===== src/rtl/fpu_pkg.sv =====
// Shared FPU types and constants for the sort-key decode path.
package fpu_pkg;

  typedef struct packed {
    logic        s;
    logic [7:0]  e;
    logic [22:0] m;
  } fp32_t;

  localparam logic [31:0] KEY_POS_ZERO = 32'h8000_0000;
  localparam logic [7:0]  EXP_MAX      = 8'hFF;

endpackage


===== src/rtl/fkey_dec_if.sv =====
// Key-in / float-out valid/ready bundle for fkey_dec.
interface fkey_dec_if;
  logic        k_valid;
  logic        k_ready;
  logic [31:0] k;
  logic        k_last;
  logic        y_valid;
  logic        y_ready;
  logic [31:0] y;
  logic        y_last;
  logic        y_nc;

  modport master (
    output k_valid, k, k_last, y_ready,
    input  k_ready, y_valid, y, y_last, y_nc
  );

  modport slave (
    input  k_valid, k, k_last, y_ready,
    output k_ready, y_valid, y, y_last, y_nc
  );
endinterface


===== src/rtl/fkey_unmap.sv =====
// Combinational inverse of the order-preserving float sort-key mapping.
module fkey_unmap
  import fpu_pkg::*;
(
  input  logic [31:0] i_k,
  output fp32_t       o_y,
  output logic        o_nc
);

  always_comb begin
    o_y  = '0;
    o_nc = 1'b0;
    if (i_k[31]) begin
      // Positive: only the +0 key may carry a zero exponent.
      if (i_k[30:23] == 8'h00 && i_k != KEY_POS_ZERO) begin
        o_nc = 1'b1;
      end else begin
        o_y = {1'b0, i_k[30:0]};
      end
    end else begin
      if (i_k[30:23] == EXP_MAX) begin
        o_nc = 1'b1;
      end else begin
        o_y = ~i_k;
      end
    end
  end

endmodule


===== src/rtl/fkey_dec.sv =====
// Two-stage valid/ready sort-key to IEEE-754 decoder with beat counter.
// Optional in-packet ordering check: define FKEY_DEC_ORDER_CHECK_EN.
module fkey_dec
  import fpu_pkg::*;
#(
  parameter int unsigned COUNT_W = 16
) (
  input  logic               clk,
  input  logic               rst,
  fkey_dec_if.slave          bus,
  output logic [COUNT_W-1:0] cnt,
  output logic               ord_err
);

  fp32_t w_y;
  logic  w_nc;

  fkey_unmap u_unmap (
    .i_k  (bus.k),
    .o_y  (w_y),
    .o_nc (w_nc)
  );

  logic               r_s1_valid, r_s1_nc, r_s1_last;
  fp32_t              r_s1_y;
  logic               r_s2_valid, r_s2_nc, r_s2_last;
  fp32_t              r_s2_y;
  logic [COUNT_W-1:0] r_cnt;
  logic               w_s2_load, w_s1_adv, w_k_acc, w_y_acc;

  assign w_s2_load   = ~r_s2_valid | bus.y_ready;
  assign w_s1_adv    = r_s1_valid & w_s2_load;
  assign bus.k_ready = ~r_s1_valid | w_s1_adv;
  assign w_k_acc     = bus.k_valid & bus.k_ready;
  assign w_y_acc     = r_s2_valid & bus.y_ready;

  always_ff @(posedge clk) begin
    if (rst) begin
      r_s1_valid <= 1'b0;
      r_s1_nc    <= 1'b0;
      r_s1_last  <= 1'b0;
      r_s1_y     <= '0;
      r_s2_valid <= 1'b0;
      r_s2_nc    <= 1'b0;
      r_s2_last  <= 1'b0;
      r_s2_y     <= '0;
      r_cnt      <= '0;
    end else begin
      if (bus.k_ready) begin
        r_s1_valid <= bus.k_valid;
        if (bus.k_valid) begin
          r_s1_y    <= w_y;
          r_s1_nc   <= w_nc;
          r_s1_last <= bus.k_last;
        end
      end
      // Output data only changes on a real load so it stays put while stalled.
      if (w_s2_load) begin
        r_s2_valid <= r_s1_valid;
        if (r_s1_valid) begin
          r_s2_y    <= r_s1_y;
          r_s2_nc   <= r_s1_nc;
          r_s2_last <= r_s1_last;
        end
      end
      if (w_y_acc) begin
        r_cnt <= r_cnt + COUNT_W'(1);
      end
    end
  end

  assign bus.y_valid = r_s2_valid;
  assign bus.y       = r_s2_y;
  assign bus.y_last  = r_s2_last;
  assign bus.y_nc    = r_s2_nc;
  assign cnt         = r_cnt;

`ifdef FKEY_DEC_ORDER_CHECK_EN
  logic [31:0] r_prev;
  logic        r_first;
  logic        r_ord_err;

  always_ff @(posedge clk) begin
    if (rst) begin
      r_prev    <= '0;
      r_first   <= 1'b1;
      r_ord_err <= 1'b0;
    end else if (w_k_acc) begin
      if (!r_first && bus.k < r_prev) begin
        r_ord_err <= 1'b1;
      end
      r_prev  <= bus.k;
      r_first <= bus.k_last;
    end
  end

  assign ord_err = r_ord_err;
`else
  assign ord_err = 1'b0;
`endif

endmodule

===== src/flat_wrapper.sv =====
// flat-port wrapper written by rule: the top's interface ports become plain ports
module fkey_dec_flat import fpu_pkg::*;
#(
  parameter int unsigned COUNT_W = 16
)
  (clk, rst, cnt, ord_err, bus_k_valid, bus_k, bus_k_last, bus_y_ready, bus_k_ready, bus_y_valid, bus_y, bus_y_last, bus_y_nc);
  fkey_dec_if bus_i ();
  input  logic clk;
  input  logic rst;
  output logic [COUNT_W-1:0] cnt;
  output logic ord_err;
  input wire logic [$bits(bus_i.k_valid)-1:0] bus_k_valid;
  input wire logic [$bits(bus_i.k)-1:0] bus_k;
  input wire logic [$bits(bus_i.k_last)-1:0] bus_k_last;
  input wire logic [$bits(bus_i.y_ready)-1:0] bus_y_ready;
  output wire logic [$bits(bus_i.k_ready)-1:0] bus_k_ready;
  output wire logic [$bits(bus_i.y_valid)-1:0] bus_y_valid;
  output wire logic [$bits(bus_i.y)-1:0] bus_y;
  output wire logic [$bits(bus_i.y_last)-1:0] bus_y_last;
  output wire logic [$bits(bus_i.y_nc)-1:0] bus_y_nc;
  assign bus_i.k_valid = bus_k_valid;
  assign bus_i.k = bus_k;
  assign bus_i.k_last = bus_k_last;
  assign bus_i.y_ready = bus_y_ready;
  assign bus_k_ready = bus_i.k_ready;
  assign bus_y_valid = bus_i.y_valid;
  assign bus_y = bus_i.y;
  assign bus_y_last = bus_i.y_last;
  assign bus_y_nc = bus_i.y_nc;
  fkey_dec #(.COUNT_W(COUNT_W)) u_core (.clk(clk), .rst(rst), .bus(bus_i), .cnt(cnt), .ord_err(ord_err));
endmodule

===== config.mk =====
export PLATFORM = sky130hd
export DESIGN_NAME = fkey_dec_flat
export DESIGN_NICKNAME = d
export VERILOG_FILES = /design/src/rtl/fpu_pkg.sv /design/src/rtl/fkey_dec_if.sv /design/src/rtl/fkey_unmap.sv /design/src/rtl/fkey_dec.sv /design/src/flat_wrapper.sv
export SDC_FILE = /design/constraint.sdc
export NUM_CORES = 1
export LEC_CHECK = 0
export ABC_AREA = 1
export CAP_MARGIN = 25
export CORE_MARGIN = 2
export CORE_UTILIZATION = 25
export CTS_CLUSTER_DIAMETER = 150
export DETAILED_ROUTE_END_ITERATION = 12
export PLACE_DENSITY = 0.49
export REMOVE_ABC_BUFFERS = 1
export SLEW_MARGIN = 0
export SYNTH_ARGS = -nofsm -noshare
export SYNTH_HDL_FRONTEND = slang
export SYNTH_SLANG_ARGS = --single-unit
export TNS_END_PERCENT = 50

===== constraint.sdc =====
create_clock -name clk -period 1.5 [get_ports clk]
set_clock_uncertainty 0.05 [all_clocks]
set_input_delay 0.45 -clock clk [delete_from_list [all_inputs] [get_ports clk]]
set_output_delay 0.45 -clock clk [all_outputs]
set_load 0.01 [all_outputs]

==> impl_metrics.toml <==
[outcome]
status = "finished clean"

[yosys]
yosys_warnings = 0
yosysMostFrequentCell = "dfxtp_1"
syn_area_um2 = 3850
seq_area_frac_synth_pct = 44.7
synth_common_cells = "dfxtp_1, o21ai_0, nor2_1"
synth.avg_cell_area_um2 = 7.23
ys_ff_latch = 86
yosysTopAreaCellShare_pct = 44.7
synth_cell_type_count = 35
ys_top_cells_by_area = "dfxtp_1, o21ai_0, nor2_1"
synth_cells = 532
synth_ff_type = "dfxtp_1"
synth-edff-count = 0
synthArstFlopShare_pct = 0
synth_largest_area_cell = "dfxtp_1"

[pwr]
p_comb_share_pct = 14.5
power_switching_w = 0.00139
p_int_w = 0.00431
switching_share_pct = 24.4
ir_drop_v = 0.000546
power.share.clock_pct = 41.8
p_leak_nw = 2.79
p_per_area_nw_per_um2 = 979
seqPwrFrac_pct = 43.7

[global_routing]
antenna_found_initial = 0
grt_pass1_wl_um = 18300
track_usage_pct = 14.2
grt_max_degree = 39
gr-total-overflow = 0
grt_pass1_vias = 3794

[timing]
finalMaxSlewViolations = 0
fin_setup_tns_ns = 0
finalSetupViolations = 0
post-route-period-util_pct = 98.2
clock.fmax_ghz = 0.679
fin_crit_ns = 1.47
rsz0062_at_grt = "yes"
finalHoldViolCount = 0

[routing]
drtIter0Drc = 204
wl_um = 11100
wl_per_cell_um = 12.8
drt_first_pass_iters = 4
drc_errors = 0
vias = 3863
ant_nets = 0
viasPerCell = 4.46

[floorplan]
die_y_um = 128
ios = 90
num_rows = 45
dieArea_um2 = 16400
fp.dieW_um = 128
start_util_pct = 25.4
core_area_um2 = 15100

[placement]
place_inst = 841
io_buffers = 88
place_hpwl_um = 7780
gp_congestion = 0.786

[critical_path]
crit_required_ns = 1.68
crit_chain = "dlygate4sd2_1 > inv_2 > nand3_2 > buf_4 > nand2_4 > inv_4 > bufbuf_16 > o21ai_0 > a21oi_2"
critical_path_class = "in2reg"
critPathTopFamily = "buffers and inverters"
cp.arrival_ns = 1.65
critPathSlowestCell = "bufbuf_16"
crit_fanout = 16
endpoint_kind = "flip-flop"
path_buf_inv = 5
startpoint_type = "primary input"
cpPeakStageDelay_ns = 0.28

[final_layout]
final_cells = 867
diodes = 0
synthToLayoutAreaGrowth_pct = 51.0
fin_util_pct = 38.4
fillers = 1585
nets = 712
drive_above_1_share_pct = 28.6

[cts]
root_buffer = "clkbuf_16"
clk_latency_ns = 0.34
clk_pin_slew_worst_paths_ns = 0.06
h-tree-depth = 3
cts_hold_buf = 0
clockBufferDepth = 2
clock_sink_count = 86
cts_tree = "done"
cts_inserted_buffers = 9

[flow_run]
cap_violations = 0

[hold_path]
worst_hold_path_type = "in2reg"
==> power by group through the flow <==
stage	Clock (W)	Sequential (W)	Combinational (W)
CTS	0.00247	0.00249	0.000800
detailed placement	0	0.00254	0.000852
global placement	0	0.00253	0.000840
floorplan	0	0.00256	0.000307
global route	0.00256	0.00250	0.000927
finish	0.00238	0.00249	0.000823
==> worst min-delay path, cell delays in order <==
cell and delay (ns):
clkbuf_2 0.10, nand3_1 0.08, a21oi_1 0.06
==> final cells by class <==
type / instances / area, µm² / area share, %
Clock inverter: 4 / 70.1 / 1.21
Clock buffer: 12 / 246 / 4.24
Timing Repair Buffer: 162 / 1380 / 23.8
Sequential cell: 86 / 1730 / 29.8
Multi-Input combinational cell: 336 / 1850 / 31.8
Inverter: 79 / 299 / 5.15
Tap cell: 188 / 235 / 4.05
==> path summary, 6_finish.rpt <==
path,from,end,slack (ns),cells after the start
worst max-delay path,bus_y_ready,u_core.r_s1_y[13]$_SDFFE_PP0P_,0.03,9
worst max register to register,u_core.cnt[1]$_SDFFE_PP0P_,u_core.cnt[14]$_SDFFE_PP0P_,0.04,10
worst min register to register,u_core.r_s1_y[28]$_SDFFE_PP0P_,u_core.bus.y[28]$_SDFFE_PP0P_,0.41,2
worst min-delay path,bus_k[3],u_core.r_s1_y[3]$_SDFFE_PP0P_,0.35,3
==> per-stage QoR <==
step / cell area (µm²) / power [W] / worst slack [ns] / hold slack, ns
after floorplan: 3690 / 0.00287 / -0.442 / 0.381
after global placement: 5400 / 0.00337 / -0.582 / 0.395
after detailed placement: 5400 / 0.00339 / -0.575 / 0.396
after CTS: 5720 / 0.00575 / -0.0992 / 0.406
after global routing: 5810 / 0.00599 / -0.0502 / 0.347
final: 5810 / 0.00569 / 0.0264 / 0.347
==> metal layers <==
metal	up-vias	GRT usage, %	part of all wire [%]
li1	2003	-	-
met1	1768	16.7	44
met2	79	24.0	49
met3	13	4.05	5.1
met4	0	6.66	1.8
met5	-	0	0
==> kinds of logic after synthesis <==
group	after synthesis	synth area share, %
adders and majority gates	1	0.325
and+or+nand+nor	184	22.4
other	1	0.0974
DFF	86	44.7
AOI/OAI and AO/OA	148	20.1
xor gates and xnor gates	2	0.455
buffers and inverters	110	11.8
==> layout by cell type, fill, tap and decap left out, drive strengths merged <==
cell type	count
nand3b	1
a21oi	52
clkinv	3
o21ai	88
clkbuf	48
nand2	56
ha	1
nand4	6
bufinv	2
inv	78
nand3	29
dlygate4sd2	36
clkdlybuf4s50	3
nor4	1
or2	1
conb	1
nor2	82
o21bai	1
dfxtp	86
bufbuf	1
clkdlybuf4s15	11
a31oi	1
a221oi	6
and3	1
nor3	7
buf	75
xor2	2
==> sequential cells by signal, indices dropped and copies added, names as in the netlist <==
register,count
u_core.r_s1_last,1
u_core.cnt,16
u_core.r_s1_valid,1
u_core.bus.y_nc,1
u_core.bus.y,32
u_core.bus.y_valid,1
u_core.r_s1_nc,1
u_core.bus.y_last,1
u_core.r_s1_y,32
==> what timing repair did <==
action                     CTS  global route
setup buffers                1             6
gates resized for setup    120           123
gates cloned                 2             1
pin swaps                   11            34
setup endpoints to repair  125            42
(Power assumes the default switching activity.)
